## src/rtl/instruction_fetch_stage.sv

```systemverilog
// Fetch stage of the five-stage MIPS pipeline. It holds the PC, drives the
// instruction-memory read address, and fills the IF/ID register. A bad PC puts the stage into a sticky fault.
module instruction_fetch_stage #(
  parameter logic [31:0] RESET_PC = 32'h0000_3000,
  parameter int          IM_WORDS = 1024
) (
  input  logic        clock,
  input  logic        reset,
  input  logic        stall,
  input  logic        jumpEnabled,
  input  logic [31:0] jumpTarget,
  output logic [31:0] imAddress,
  input  logic [31:0] imData,
  output logic [31:0] idInstruction,
  output logic [31:0] idPc,
  output logic        idValid,
  output logic        fetchFault,
  output logic [31:0] fetchCount
);

  typedef enum logic {RUN, FAULT} state_e;

  // The range limit is kept at 33 bits, so a memory that ends at 2^32 does not wrap to zero.
  localparam logic [32:0] PC_BASE  = {1'b0, RESET_PC};
  localparam logic [32:0] PC_LIMIT = PC_BASE + (33'(IM_WORDS) << 2);

  state_e      state_q;
  logic [31:0] pc_q, pc_d;
  logic [31:0] idInstruction_q;
  logic [31:0] idPc_q;
  logic        idValid_q;
  logic        fetchFault_q;
  logic [31:0] fetchCount_q;
  logic        pcBad;

  always_comb begin
    pcBad = (pc_q[1:0] != 2'b00) || ({1'b0, pc_q} < PC_BASE) || ({1'b0, pc_q} >= PC_LIMIT);
    pc_d  = pc_q;
    if (jumpEnabled) begin
      pc_d = jumpTarget;
    end else if (!pcBad) begin
      pc_d = pc_q + 32'd4;
    end
  end

  // The stall check comes first, so a jump seen during a stall is dropped. Decode asserts the jump again after the stall ends.
  always_ff @(posedge clock) begin
    if (reset) begin
      state_q         <= RUN;
      pc_q            <= RESET_PC;
      idInstruction_q <= 32'd0;
      idPc_q          <= 32'd0;
      idValid_q       <= 1'b0;
      fetchFault_q    <= 1'b0;
      fetchCount_q    <= 32'd0;
    end else if (!stall) begin
      case (state_q)
        RUN: begin
          pc_q <= pc_d;
          if (pcBad) begin
            idInstruction_q <= 32'd0;
            idPc_q          <= pc_q;
            idValid_q       <= 1'b0;
            fetchFault_q    <= 1'b1;
            state_q         <= FAULT;
          end else begin
            idInstruction_q <= imData;
            idPc_q          <= pc_q;
            idValid_q       <= 1'b1;
            fetchCount_q    <= fetchCount_q + 32'd1;
          end
        end
        FAULT: begin
          idInstruction_q <= 32'd0;
          idPc_q          <= pc_q;
          idValid_q       <= 1'b0;
        end
        default: state_q <= FAULT;
      endcase
    end
  end

  assign imAddress     = pc_q;
  assign idInstruction = idInstruction_q;
  assign idPc          = idPc_q;
  assign idValid       = idValid_q;
  assign fetchFault    = fetchFault_q;
  assign fetchCount    = fetchCount_q;

endmodule

```

## config.mk

```make
export PLATFORM = sky130hd
export DESIGN_NAME = instruction_fetch_stage
export DESIGN_NICKNAME = d
export VERILOG_FILES = /design/src/rtl/instruction_fetch_stage.sv
export SDC_FILE = /design/constraint.sdc
export NUM_CORES = 1
export LEC_CHECK = 0
export CORE_AREA = 2 2 114 116
export CTS_CLUSTER_SIZE = 16
export DETAILED_ROUTE_END_ITERATION = 8
export DIE_AREA = 0 0 116 118
export PLACE_DENSITY = 0.79
export SYNTH_ARGS = -nofsm -noshare
export SYNTH_HDL_FRONTEND = slang
export SYNTH_SLANG_ARGS = --single-unit
```

## constraint.sdc

```tcl
create_clock -name clock -period 2.4 [get_ports clock]
set_clock_uncertainty 0.15 [all_clocks]
set_input_delay 0.48 -clock clock [delete_from_list [all_inputs] [get_ports clock]]
set_output_delay 0.48 -clock clock [all_outputs]
set_load 0.005 [all_outputs]
```

# Word-level counts from Yosys, hierarchy flattened
# Index checks and enable logic that the tools add are counted.
[totals]
inputBits = 68
output_inout_bits = 130
register_bits = 131
[classes]
add_sub_neg = 2
order_cmp = 2
mux = 8
n_eq_ne = 1
reduce_logical = 6
n_bitwise = 3
[ops]
columns = ["cell", "count"]
rows = [
  ["two-way mux 32 bit", 3],
  ["one-hot mux 32 bit (2 select lines)", 1],
  ["adder 32 x 1 -> 32 bit, second input constant", 1],
  ["adder 32 x 3 -> 32 bit, second input constant", 1],
  [">= comparator 32 x 15 -> 1 bit, second input constant", 1],
  ["less-than comparator 32 x 14 -> 1 bit, second input constant", 1],
  ["AND reduction 3 bit", 3],
  ["two-way mux 1 bit", 3],
  ["NOT 1 bit", 3],
  ["logical OR 1 bit", 2],
  ["inequality test 2 bit, second input constant", 1],
  ["one-hot mux 1 bit (2 select lines)", 1],
  ["nonzero test 2 bit", 1],
]

# Logic depth before layout (Yosys ltp)
[logic_depth]
depth_word = 5
mapped_depth = 8

# Least setup slack after synthesis
# Ideal clock, no wire load.
[synth_timing]
path_type = "register to register"
start = "register pc_q[14], in the netlist imAddress[14]"
end = "register fetchCount_q[21], in the netlist fetchCount[21]"
n_path_buf = 1
setup_time_ns = 0.070
path_stages_with_launch = 7
slack_ns = 0.143
synth_period_minus_slack_ns = 2.257
arrival_ns = 2.037
cell_sequence = "dfxtp_1 or4_4 nor3_4 nand4_2 buf_2 or3_1 a21oi_1"
[synth_between]
elab_chain_len = 5
word_cells_on_any_way = 6
classes_between = "order compare: 2; bitwise: 1; reduce/logical: 3"
[synth_rtl]
columns = ["item", "line_no", "source"]
rows = [
  ["start: declaration", "28", "logic [31:0] pc_q, pc_d;"],
  ["start signal: assignment", "59", "pc_q <= pc_d;"],
  ["less-than comparator 32 x 14 -> 1 bit", "37", "pcBad = (pc_q[1:0] != 2'b00) || ({1'b0, pc_q} < PC_BASE) || ({1'b0, pc_q} >= PC_LIMIT);"],
  ["logical OR 1 bit", "37", ""],
  ["logical OR 1 bit *", "37", ""],
  ["NOT 1 bit (no line) *", "-", ""],
  ["AND reduction 3 bit (no line) *", "-", ""],
  ["end signal: assignment", "70", "fetchCount_q <= fetchCount_q + 32'd1;"],
  ["end: declaration", "33", "logic [31:0] fetchCount_q;"],
]
# Every way passes the cells marked *; elsewhere a longest branch is shown, timed or not.
# A chain may end at the register's enable or synchronous reset.

# Final worst setup path
[layout_timing]
start = "register pc_q[18], in the netlist imAddress[18]"
end = "register fetchCount_q[17], in the netlist fetchCount[17]"
# Same word-level chain as after synthesis.

==> impl_metrics.tcl <==
set metrics [dict create \
    drc_errors 0 \
    ys.flop_type "dfxtp_1" \
    drv_slew 0 \
    dr_total_vias 5796 \
    cts_tree "yes" \
    synth_top_family_by_area "simple AND/OR/NAND/NOR gates" \
    critPathArrivalTime_ps 2540 \
    synthAdderAreaFrac_pct 0.680 \
    wl_per_cell_um 16.6 \
    dr.pass1.iters 7 \
    ir_worst_vdd_v 0.000491 \
    total_leakage_power_nw 3.13 \
    muxShareOfSynthArea_pct 6.37 \
    dpl_cell_area_um2 7930 \
    grt_pass1_wl_mm 27.9 \
    gp_congestion 0.944 \
    power_density_nw_per_um2 649 \
    synth_xor_area_share_pct 0.952 \
    start_kind "register" \
    antenna_found_initial 1 \
    clock-sinks 131 \
    status "completed" \
    worstSkewPairLatency_ps 420 \
    syn2layout_area_growth_pct 54.2 \
    grt-ovfl-total 0 \
    power_frac_seq_pct 42.3 \
    cts_buffer_depth 2 \
    floorplan.initialDensity_pct 44.5 \
    synth-simple-area-share_pct 22.6 \
    cp_max_fo 8 \
    post_cts_hold_buffer_count 0 \
    async_flop_share_pct 0 \
    tns_ps 0 \
    ios 198 \
    grt_max_degree 70 \
    cts_made_buffers 17 \
    synth_compound_area_share_pct 18.6 \
    postSynthCellCount 635 \
    synth_area_um2 5520 \
    mostFrequentLayoutCells "clkdlybuf4s50_1, dfxtp_1, nor2_1, nand2_1" \
    dieWidth_um 116 \
    rows 41 \
    grt_use_total_pct 25.5 \
    ys_types 52 \
    switching_power_mw 1.35 \
    drive_above_1_share_pct 10.2 \
    synth_edf_count 0 \
    critPathRequiredTime_ps 2590 \
    slew_headroom_pct 52.9 \
    die_h_um 118 \
    clockRootBuffer "clkbuf_16" \
    ys_seq_area_share_pct 47.5 \
    comb_power_share_pct 14.9 \
    portBuffers 197 \
    yosys_warnings 0 \
    first_global_vias 5652 \
    vias_per_cell 5.54 \
    internal_power_mw 4.17 \
    core_area_um2 12400 \
    worstMarginPinSlew_ps 705 \
    clkSlewWorstSetupHoldPaths_ps 60 \
    fmax_mhz 426 \
    switching_share_pct 24.5 \
    hold_violations 0 \
    crit_type "reg2reg" \
    dp_hpwl_mm 12.2 \
    min_period_ps 2350 \
    clock_power_share_pct 42.9 \
    first_iter_violations 515 \
    htree_levels 4 \
    hold_class "in2reg" \
    ys_ff_latch 131 \
    fin_area_um2 8510 \
    die_area_um2 13700 \
    setup_violations 0 \
    layout.nets 933 \
    antenna_left 0 \
    max_cap_viol_count 0 \
    syn-num-nets 706 \
    period_share_pct 97.9 \
    avgSynthCellArea_um2 8.70 \
    drt-total-wl_mm 17.3 \
    end_kind "register" \
    layout_commonest_cell "clkdlybuf4s50_1" \
]
## registers in the layout, summed over array words and instances (netlist names)
register / cells
idInstruction: 32
idValid: 1
imAddress: 32
fetchCount: 32
idPc: 32
state_q: 1
fetchFault: 1
## metrics by stage
stage	utilization, %	hold slack [ps]	total power, mW	setup slack, ps	std cells
6_report	68.6	275	5.53	50.7	1046
5_1_grt	68.6	285	5.72	-13.9	1046
4_1_cts	68.3	269	5.54	14.6	1043
3_5_place_dp	63.9	327	3.19	-70.3	1013
3_3_place_gp	63.9	314	3.17	-0.594	1013
2_1_floorplan	-	305	2.73	143	635
## critical path, cell delays in order (launching register included)
cell	delay (ps)
dfxtp_1	330
nor4_2	390
buf_4	190
and4_1	220
buf_4	170
nand4_1	230
or3_1	420
a21oi_1	180
## path summary, 6_finish.rpt
check | from | to | slack [ps] | cells after the start
setup / recovery | imAddress[18] | fetchCount[17] | 50 | 7
hold / removal | reset | idPc[7] | 270 | 2
setup reg to reg | imAddress[18] | fetchCount[17] | 50 | 7
hold reg to reg | idPc[7] | idPc[7] | 340 | 2
## area by class of cell
cell class | count | area [um^2]
fillers | 1026 | 3900
multi-input cells | 455 | 2740
flip-flops and latches | 131 | 2620
repair buffers | 244 | 2340
clock buffers | 26 | 519
well taps | 172 | 215
inverters | 13 | 48.8
clock inverters | 4 | 22.5
diodes | 1 | 2.50
## power by group through the flow
stage	registers (mW)	logic (mW)	clock network, mW
finish	2.34	0.821	2.37
global placement	2.37	0.793	0
global route	2.34	0.887	2.49
floorplan	2.38	0.348	0
detailed placement	2.38	0.809	0
CTS	2.33	0.818	2.39
## logic make-up after synthesis
family / count (synthesis)
adders and majority gates: 3
DFF: 131
and+or+nand+nor: 253
AOI/OAI and AO/OA: 158
buffers and inverters: 49
xor gates and xnor gates: 6
muxes: 35
## cells in the mapped netlist, types with 3 or more instances
cell type	number	share of area, %
a21oi_1	46	4.2
nand2_1	49	3.3
nor2_1	103	7.0
o31ai_1	15	2.0
mux2i_1	34	6.2
ha_1	3	0.68
dfxtp_1	131	47
nor4_1	6	0.68
clkbuf_1	32	2.2
xor2_1	4	0.63
inv_1	13	0.88
nor3_1	4	0.36
and3_1	7	0.79
o21ai_0	30	2.7
a22oi_1	32	4.3
and2_1	3	0.34
or4_1	9	1.2
nand4_1	15	1.7
a22o_1	14	2.2
or3_1	17	1.9
a211oi_1	6	0.82
nand3_1	20	1.8
## metal layers
layer | up-vias | track usage [%] | wire length [um]
met3 | 32 | 7.42 | 1290
met1 | 2763 | 30.0 | 6970
li1 | 2765 | - | -
met2 | 236 | 43.6 | 8710
met4 | 0 | 9.08 | 371
met5 | - | 0 | 0
## timing repair
item                       4_1_cts  5_1_grt
gates cloned                     0        0
setup endpoints to repair        1       14
setup buffers                    0        2
gates resized for setup          1        4
pin swaps                        0        2
Note: power is estimated with default switching activity, not from simulation.
